===== src/rtl/binarize_threshold_ctrl.sv =====
// Binarizer threshold controller: CPU-written shadow threshold committed on vsync frame
// boundaries, with an optional auto mode nudging the threshold from per-frame white counts.
module binarize_threshold_ctrl #(
    parameter logic [7:0]  CUSTOM_INSTRUCTION_ID = 8'd0,
    parameter logic [7:0]  DEFAULT_THRESHOLD     = 8'd10,
    parameter logic [7:0]  AUTO_STEP             = 8'd1,
    parameter logic [15:0] MIN_FRAME_GAP         = 16'd1024
) (
    input  logic        systemClock,
    input  logic        reset,
    input  logic        vsync,
    input  logic [31:0] whiteCount,
    input  logic        whiteCountValid,
    output logic [7:0]  threshold,
    output logic        thresholdUpdated,
    output logic [15:0] frameCount,
    input  logic        ciStart,
    input  logic        ciCke,
    input  logic [7:0]  ciN,
    input  logic [31:0] ciValueA,
    input  logic [31:0] ciValueB,
    output logic [31:0] ciResult,
    output logic        ciDone
);

    typedef enum logic [1:0] {
        IDLE,
        COMMIT,
        HOLD
    } stateType;

    stateType    state;
    logic        vsyncMeta;
    logic        vsyncSync;
    logic        vsyncPrev;
    logic        boundary;
    logic [7:0]  shadow;
    logic        pending;
    logic        autoEn;
    logic        countSeen;
    logic [31:0] lastCount;
    logic [31:0] targetLow;
    logic [31:0] targetHigh;
    logic [15:0] gapCount;
    logic        isMyCi;
    logic [2:0]  ciCmd;
    logic [8:0]  sumUp;
    logic [8:0] diffDown;
    logic [7:0]  nextThreshold;
    logic        unusedCiBits;

    assign isMyCi       = ciStart & ciCke & (ciN == CUSTOM_INSTRUCTION_ID);
    assign ciDone       = isMyCi;
    assign ciCmd        = ciValueA[2:0];
    assign unusedCiBits = ^ciValueA[31:3];

    // vsync is asynchronous: idle-high synchronizer, then a registered falling-edge pulse
    always_ff @(posedge systemClock) begin
        if (reset) begin
            vsyncMeta <= 1'b1;
            vsyncSync <= 1'b1;
            vsyncPrev <= 1'b1;
            boundary  <= 1'b0;
        end else begin
            vsyncMeta <= vsync;
            vsyncSync <= vsyncMeta;
            vsyncPrev <= vsyncSync;
            boundary  <= vsyncPrev & ~vsyncSync;
        end
    end

    // Threshold to apply at the next commit; a pending manual write beats auto mode
    always_comb begin
        sumUp         = {1'b0, threshold} + {1'b0, AUTO_STEP};
        diffDown      = {1'b0, threshold} - {1'b0, AUTO_STEP};
        nextThreshold = threshold;
        if (pending) begin
            nextThreshold = shadow;
        end else if (autoEn && countSeen) begin
            if (lastCount > targetHigh) begin
                nextThreshold = sumUp[8] ? 8'hFF : sumUp[7:0];
            end else if (lastCount < targetLow) begin
                nextThreshold = diffDown[8] ? 8'h00 : diffDown[7:0];
            end
        end
    end

    always_comb begin
        ciResult = 32'd0;
        if (isMyCi) begin
            case (ciCmd)
                3'd0:    ciResult = {24'd0, threshold};
                3'd2:    ciResult = {29'd0, countSeen, pending, autoEn};
                3'd6:    ciResult = {16'd0, frameCount};
                default: ciResult = 32'd0;
            endcase
        end
    end

    // Commit FSM; count captures and CI writes come last so they win over the commit cycle
    always_ff @(posedge systemClock) begin
        if (reset) begin
            state            <= IDLE;
            threshold        <= DEFAULT_THRESHOLD;
            shadow           <= DEFAULT_THRESHOLD;
            thresholdUpdated <= 1'b0;
            frameCount       <= 16'd0;
            pending          <= 1'b0;
            autoEn           <= 1'b0;
            countSeen        <= 1'b0;
            lastCount        <= 32'd0;
            targetLow        <= 32'd0;
            targetHigh       <= 32'hFFFF_FFFF;
            gapCount         <= 16'd0;
        end else begin
            thresholdUpdated <= 1'b0;
            case (state)
                IDLE: begin
                    if (boundary) begin
                        state <= COMMIT;
                    end
                end
                COMMIT: begin
                    frameCount       <= frameCount + 16'd1;
                    threshold        <= nextThreshold;
                    thresholdUpdated <= (nextThreshold != threshold);
                    pending          <= 1'b0;
                    countSeen        <= 1'b0;
                    gapCount         <= MIN_FRAME_GAP;
                    state            <= HOLD;
                end
                HOLD: begin
                    if (gapCount <= 16'd1) begin
                        state <= IDLE;
                    end
                    if (gapCount != 16'd0) begin
                        gapCount <= gapCount - 16'd1;
                    end
                end
                default: state <= IDLE;
            endcase

            if (whiteCountValid) begin
                lastCount <= whiteCount;
                countSeen <= 1'b1;
            end

            if (isMyCi) begin
                case (ciCmd)
                    3'd1: begin
                        shadow  <= ciValueB[7:0];
                        pending <= 1'b1;
                    end
                    3'd3:    autoEn     <= ciValueB[0];
                    3'd4:    targetLow  <= ciValueB;
                    3'd5:    targetHigh <= ciValueB;
                    default: ;
                endcase
            end
        end
    end

endmodule


===== config.mk =====
export PLATFORM = sky130hd
export DESIGN_NAME = binarize_threshold_ctrl
export DESIGN_NICKNAME = d
export VERILOG_FILES = /design/src/rtl/binarize_threshold_ctrl.sv
export SDC_FILE = /design/constraint.sdc
export NUM_CORES = 1
export LEC_CHECK = 0
export ABC_CLOCK_PERIOD_IN_PS = 5500
export CAP_MARGIN = 20
export CORE_MARGIN = 2
export CORE_UTILIZATION = 45
export CTS_CLUSTER_DIAMETER = 120
export DETAILED_ROUTE_END_ITERATION = 10
export GPL_TIMING_DRIVEN = 0
export PLACE_DENSITY = 0.82
export SYNTH_ARGS = -nofsm -noshare
export SYNTH_HDL_FRONTEND = slang
export SYNTH_SLANG_ARGS = --single-unit

===== constraint.sdc =====
create_clock -name systemClock -period 5.5 [get_ports systemClock]
set_input_delay 1.1 -clock systemClock [delete_from_list [all_inputs] [get_ports systemClock]]
set_output_delay 1.1 -clock systemClock [all_outputs]
set_load 0.03 [all_outputs]

# Yosys cells after proc, flatten, opt, wreduce, memory -nomap -nowiden
# Index checks and enable logic that the tools add are counted.
[word_totals] output_inout_bits=58 reg_bits=154 elab_cells=72 in_bits=110
[classes] reduce_logical=14 magnitude_cmp=3 add_sub_neg=4 n_bitwise=5 muxes=18 eq_ne=12
[op_table] operator="8-bit 2-to-1 mux" count=6
[op_table] operator="16-bit case mux with 3 select lines" count=1
[op_table] operator="32-bit > comparator" count=1
[op_table] operator="32-bit less-than comparator" count=1
[op_table] operator="16-bit 2-to-1 mux" count=2
[op_table] operator="16-bit case mux with 2 select lines" count=1
[op_table] operator="16-bit by 1-bit adder with 16-bit output, second input constant" count=1
[op_table] operator="16-bit by 1-bit <= comparator with 1-bit output, second input constant" count=1
[op_table] operator="16-bit nonzero test" count=1
[op_table] operator="16-bit by 1-bit subtractor with 16-bit output, second input constant" count=1
[op_table] operator="2-bit AND reduction" count=6
[op_table] operator="8-bit by 1-bit adder with 9-bit output, second input constant" count=1
[op_table] operator="3-bit equality test, second input constant" count=3
[op_table] operator="8-bit by 1-bit subtractor with 9-bit output, second input constant" count=1
[op_table] operator="8-bit zero test" count=1
[op_table] operator="8-bit != test" count=1
[op_table] operator="3-bit by 2-bit equality test with 1-bit output, second input constant" count=2
[op_table] operator="2-bit != test, second input constant" count=3
[op_table] operator="2-bit case mux with 3 select lines" count=1
[op_table] operator="1-bit 2-to-1 mux" count=5
[op_table] operator="2-bit 2-to-1 mux" count=2
[op_table] operator="2-bit nonzero test" count=2
[op_table] operator="1-bit AND" count=3
[op_table] operator="3-bit by 1-bit equality test with 1-bit output, second input constant" count=1
[op_table] operator="other kinds (7)" count=8

# Logic depth before layout (Yosys ltp)
[logic_depth] word_depth=7 depth_mapped=12 depth_no_buf=11

# Worst setup path after synthesis
# Ideal clock, no wire load.
[synth_timing] path_kind="in2out" start="input ciN[3]" end="output ciResult[10]" t_arrival_ns=3.677 path_slack_ns=0.723 n_path_buf=1 path_stages=6 required_ns=4.400 cell_sequence="or4_1 nor4_1 nand2b_1 clkbuf_1 nor2b_1 and2_1"
[synth_between] elab_chain_cells=3
[synth_lines] item="start: declaration" line="19" source="input logic [7:0] ciN,"
[synth_lines] item="8-bit zero test" line="52" source="assign isMyCi = ciStart & ciCke & (ciN == CUSTOM_INSTRUCTION_ID);"
[synth_lines] item="1-bit AND" line="52"
[synth_lines] item="via ciDone" line="23" source="output logic ciDone"
[synth_lines] item="16-bit 2-to-1 mux" line="90" source="if (isMyCi) begin"
[synth_lines] item="end: declaration" line="22" source="output logic [31:0] ciResult,"
# The timed path passes the listed nets, and every way through them passes these cells.

# Final worst setup path
[layout_timing] start="input ciN[3]" end="output ciResult[13]"
[layout_between] elab_chain_cells=3
[layout_lines] item="8-bit zero test" line="52"
[layout_lines] item="1-bit AND" line="52"
[layout_lines] item="16-bit 2-to-1 mux" line="90"
# No other way between the ends.

==> metrics.txt <==
# TYPE chip_impl_metric gauge
chip_impl_info{name="run_status",value="complete, no violations"} 1
chip_impl_metric{name="gr-total-overflow",unit=""} 0
chip_impl_metric{name="final_nets",unit=""} 1345
chip_impl_metric{name="synth_sequential_area_ratio",unit="%"} 36.8
chip_impl_metric{name="finalSetupTns",unit="ns"} 0
chip_impl_info{name="worst_setup_path_end_kind",value="output pin"} 1
chip_impl_metric{name="drt_wl_total",unit="µm"} 22100
chip_impl_metric{name="routed-via-count",unit=""} 7631
chip_impl_info{name="hold_path_startpoint",value="vsyncPrev"} 1
chip_impl_metric{name="num_io_pins",unit=""} 168
chip_impl_metric{name="fp.dieArea",unit="µm²"} 19700
chip_impl_info{name="cell_taking_the_most_area_after_synthesis",value="sky130_fd_sc_hd__dfxtp_1"} 1
chip_impl_metric{name="synth.yosys.warnings",unit=""} 0
chip_impl_info{name="setup.worst_path.class",value="in2out"} 1
chip_impl_metric{name="dieHeight",unit="µm"} 140
chip_impl_metric{name="part_of_the_cycle_the_worst_path_needs",unit="%"} 94.3
chip_impl_metric{name="power-per-cell-area",unit="nW/µm²"} 245
chip_impl_metric{name="numPortBuffers",unit=""} 118
chip_impl_metric{name="synth.distinct_cells",unit=""} 64
chip_impl_metric{name="fin_worst_hold_slack",unit="ns"} 0.410
chip_impl_metric{name="rr_worst_depth",unit=""} 11
chip_impl_metric{name="ff2ff_setup_slack",unit="ns"} 2.17
chip_impl_metric{name="cts-htree-levels",unit=""} 4
chip_impl_metric{name="final-setup-viol-count",unit=""} 0
chip_impl_metric{name="drtAntennaViolNets",unit=""} 0
chip_impl_metric{name="worstSkewPairLatency",unit="ns"} 0.44
chip_impl_metric{name="ctsHoldBuffers",unit=""} 0
chip_impl_metric{name="cts.path.max_buffers",unit=""} 2
chip_impl_metric{name="post-route-drc-count",unit=""} 0
chip_impl_metric{name="achievable-frequency",unit="GHz"} 0.193
chip_impl_info{name="timing.critical_path.max_delay_family",value="simple AND/OR/NAND/NOR gates"} 1
chip_impl_metric{name="count_of_flip_flops_with_a_built_in_enable_after_synthesis",unit=""} 0
chip_impl_metric{name="initial_utilization",unit="%"} 46.2
chip_impl_metric{name="hold_viol",unit=""} 0
chip_impl_info{name="worst_r2r_src",value="lastCount[27]"} 1
chip_impl_metric{name="final_layout_size_suffix_gt1_share",unit="%"} 5.86
chip_impl_metric{name="synthCells",unit=""} 1015
chip_impl_metric{name="detailedPlacementHpwl",unit="µm"} 16600
chip_impl_metric{name="dieWidth",unit="µm"} 140
chip_impl_metric{name="drt-initial-drc-count",unit=""} 512
chip_impl_info{name="timing.rr.end",value="threshold[3]"} 1
chip_impl_metric{name="mappedNetlistArea",unit="µm²"} 8380
chip_impl_metric{name="asyncSetResetFlopFracSynth",unit="%"} 0
chip_impl_info{name="cp_slowest_cell",value="sky130_fd_sc_hd__clkdlybuf4s50_1"} 1
chip_impl_metric{name="number_of_buffers_created_by_cts",unit=""} 17
chip_impl_metric{name="grt_use_total",unit="%"} 22.4
chip_impl_metric{name="synth_top_area_share",unit="%"} 36.8
chip_impl_metric{name="detail_route.first_pass.iterations",unit=""} 5
chip_impl_metric{name="postSynthRegisterBits",unit=""} 154
chip_impl_info{name="yosys_most_used_dff",value="sky130_fd_sc_hd__dfxtp_1"} 1
chip_impl_metric{name="cts.sinks",unit=""} 154
chip_impl_metric{name="synthesis.area_per_instance",unit="µm²"} 8.26
chip_impl_metric{name="slew_violations",unit=""} 0
chip_impl_metric{name="tightest_slew",unit="ns"} 0.816
chip_impl_info{name="post_synth_most_frequent_cells",value="sky130_fd_sc_hd__dfxtp_1 (154), sky130_fd_sc_hd__nor2_1 (143), sky130_fd_sc_hd__nand2_1 (104)"} 1
chip_impl_metric{name="cts_setup_buffers",unit=""} 0
chip_impl_metric{name="clk_pin_slew",unit="ns"} 0.06
chip_impl_info{name="rsz0062_at_grt",value="false"} 1
chip_impl_metric{name="layout.cell_area.non_filler",unit="µm²"} 10500
chip_impl_metric{name="holdPathStages",unit=""} 2
chip_impl_info{name="critical_path.cell_chain",value="clkdlybuf4s50_1 -> or4_1 -> nor4_1 -> nand2b_1 -> clkbuf_1 -> nor2b_1 -> and2_1 -> clkdlybuf4s50_1"} 1
chip_impl_info{name="holdCritPathClass",value="reg2reg"} 1
chip_impl_metric{name="cts-resized-gates",unit=""} 0
chip_impl_metric{name="final.min_clock_period",unit="ns"} 5.18
chip_impl_metric{name="post_drt_wl_per_cell",unit="µm"} 15.7
chip_impl_metric{name="area_delta_synth_final",unit="%"} 24.9
chip_impl_metric{name="finClkSkew",unit="ns"} 0.0113
chip_impl_info{name="timing.critical_path.mode_cell",value="sky130_fd_sc_hd__clkdlybuf4s50_1"} 1
chip_impl_metric{name="core",unit="µm²"} 18100
chip_impl_metric{name="finalNonFillerCells",unit=""} 1407
chip_impl_info{name="top_layer_used",value="met4"} 1
chip_impl_metric{name="core.rowCount",unit=""} 49
chip_impl_info{name="most_frequently_used_cell_type_in_the_post_synthesis_netlist",value="sky130_fd_sc_hd__dfxtp_1"} 1
chip_impl_info{name="startpoint",value="ciN[3]"} 1
chip_impl_info{name="startpoint_type",value="primary input"} 1
chip_impl_metric{name="place_area",unit="µm²"} 9910
chip_impl_metric{name="antenna_found_initial",unit=""} 0
chip_impl_metric{name="vias_in_the_first_global_route",unit=""} 7232
chip_impl_metric{name="gp_congestion",unit=""} 0.933
chip_impl_metric{name="vdd_drop_max",unit="mV"} 0.240
chip_impl_metric{name="met3RoutedLength",unit="µm"} 1580
chip_impl_metric{name="cp_data_arrival_time",unit="ns"} 4.08
chip_impl_info{name="clock_tree.root_cell",value="sky130_fd_sc_hd__clkbuf_16"} 1
chip_impl_metric{name="m1WireLength",unit="µm"} 9700
chip_impl_metric{name="route.met2.wl",unit="µm"} 10400
chip_impl_metric{name="crit_buf_inv",unit=""} 3
chip_impl_metric{name="power.static_leakage",unit="nW"} 4.31
chip_impl_metric{name="grt_first_pass_wirelength",unit="µm"} 35600
chip_impl_metric{name="grt_max_degree",unit=""} 17
chip_impl_metric{name="drv_cap",unit=""} 0
chip_impl_metric{name="dp_cells",unit=""} 1377
chip_impl_metric{name="cp_slowest_stage_delay",unit="ns"} 0.67
chip_impl_metric{name="detail_route.vias_per_cell",unit=""} 5.42
chip_impl_metric{name="critical_path_required",unit="ns"} 4.40
chip_impl_metric{name="n_antenna_cell",unit=""} 0
chip_impl_metric{name="worst_slew_margin_rel",unit="%"} 45.5
chip_impl_metric{name="largest_fanout_on_the_critical_path",unit=""} 10
chip_impl_info{name="hold-path-endpoint",value="boundary"} 1
chip_impl_info{name="tritoncts",value="done"} 1
chip_impl_info{name="ys_top_cells_by_area",value="sky130_fd_sc_hd__dfxtp_1 (37%), sky130_fd_sc_hd__ha_1 (10%), sky130_fd_sc_hd__nor2_1 (6.4%)"} 1
worst register-to-register path, cell delays in order, from the launching register on:
cell	delay, ns
sky130_fd_sc_hd__dfxtp_1	0.34
sky130_fd_sc_hd__ha_1	0.33
sky130_fd_sc_hd__nand4_1	0.18
sky130_fd_sc_hd__or4_1	0.62
sky130_fd_sc_hd__or4_4	0.47
sky130_fd_sc_hd__nor2b_1	0.17
sky130_fd_sc_hd__a22oi_2	0.21
sky130_fd_sc_hd__buf_4	0.24
sky130_fd_sc_hd__o31ai_1	0.09
sky130_fd_sc_hd__a221oi_1	0.29
sky130_fd_sc_hd__o31ai_1	0.12
sky130_fd_sc_hd__a22oi_1	0.19
registers in the layout, indices dropped and copies added (netlist names):
name              count
autoEn                1
boundary              1
countSeen             1
frameCount           16
gapCount             16
lastCount            32
pending               1
shadow                8
state                 2
targetHigh           32
targetLow            32
threshold             8
thresholdUpdated      1
vsyncMeta             1
vsyncPrev             1
vsyncSync             1
where the power goes:
part / internal (mW) / switching (mW) / total, mW
sequential: 1.13 / 0.0184 / 1.15
clock: 0.676 / 0.481 / 1.16
combinational: 0.120 / 0.135 / 0.256
stage by stage:
step                      utilization (%)  setup slack, ns  total power [mW]
after CTS                            57.7            0.274              2.56
after floorplan                         -            0.723              1.32
after global placement               54.6            0.346              1.42
after detailed placement             54.6            0.272              1.43
final                                57.7            0.315              2.57
after global routing                 57.7           0.0607              2.64
area by class of cell:
class	instances	area [µm²]
Timing Repair Buffer	118	1180
Sequential cell	154	3080
Multi-Input combinational cell	731	4690
Fill cell	1593	7680
Tap cell	229	287
Inverter	76	285
Buffer	69	384
Clock buffer	20	447
Clock inverter	10	119
metal layers:
layer,track usage (%),vias up
met3,4.41,33
li1,-,3791
met4,7.74,0
met1,28.2,3502
met2,38.4,305
met5,0,-
placed cells by master (no fill, tap or decap), types with 3 or more instances in the layout:
master                            netlist  layout
sky130_fd_sc_hd__a211o_1               34      34
sky130_fd_sc_hd__a211oi_1               5       5
sky130_fd_sc_hd__a21o_1                11      11
sky130_fd_sc_hd__a21oi_1               79      79
sky130_fd_sc_hd__a221oi_1               9       9
sky130_fd_sc_hd__a22oi_1                7       7
sky130_fd_sc_hd__a31oi_1                3       3
sky130_fd_sc_hd__and2_1                10      10
sky130_fd_sc_hd__and3_1                 4       4
sky130_fd_sc_hd__buf_4                 17      17
sky130_fd_sc_hd__clkbuf_1              45      47
sky130_fd_sc_hd__clkbuf_16              0      17
sky130_fd_sc_hd__clkbuf_8               4       5
sky130_fd_sc_hd__clkdlybuf4s50_1        0     118
sky130_fd_sc_hd__clkinvlp_4             0       3
sky130_fd_sc_hd__conb_1                 1      16
sky130_fd_sc_hd__dfxtp_1              154     154
sky130_fd_sc_hd__ha_1                  68      68
sky130_fd_sc_hd__inv_1                 76      76
sky130_fd_sc_hd__mux2i_1               44      44
sky130_fd_sc_hd__nand2_1              104     104
sky130_fd_sc_hd__nand2b_1               6       6
sky130_fd_sc_hd__nand3_1               21      21
sky130_fd_sc_hd__nand4_1               17      17
sky130_fd_sc_hd__nor2_1               143     143
sky130_fd_sc_hd__nor2b_1               10      10
sky130_fd_sc_hd__nor3_1                13      13
sky130_fd_sc_hd__nor3b_1                4       4
sky130_fd_sc_hd__nor4_1                 9       9
sky130_fd_sc_hd__o211ai_1               5       5
sky130_fd_sc_hd__o21ai_0               25      25
sky130_fd_sc_hd__o31ai_1                4       4
sky130_fd_sc_hd__o41ai_1                3       3
sky130_fd_sc_hd__or2_2                  6       6
sky130_fd_sc_hd__or3_1                  5       5
sky130_fd_sc_hd__or4_1                  7       7
sky130_fd_sc_hd__xnor2_1               13      13
sky130_fd_sc_hd__xor2_1                16      16
cell families after synthesis:
logic type                 count (synthesis)  synth area share, %
DFF                                      154                 36.8
adders and majority gates                 68                 10.2
buffers and inverters                    145                 7.99
other                                      1               0.0447
xor gates and xnor gates                  29                 3.03
AOI/OAI and AO/OA                        205                 16.5
muxes                                     45                 5.39
and+or+nand+nor                          368                 20.1
worst max-delay path by stage:
stage | to | cells past startpoint
2_1_floorplan | ciResult[10] | 6
3_3_place_gp | ciResult[13] | 8
3_5_place_dp | ciResult[13] | 8
4_1_cts | ciResult[13] | 8
5_1_grt | ciResult[13] | 8
6_report | ciResult[13] | 8
Power figures use the tool's default switching activity.
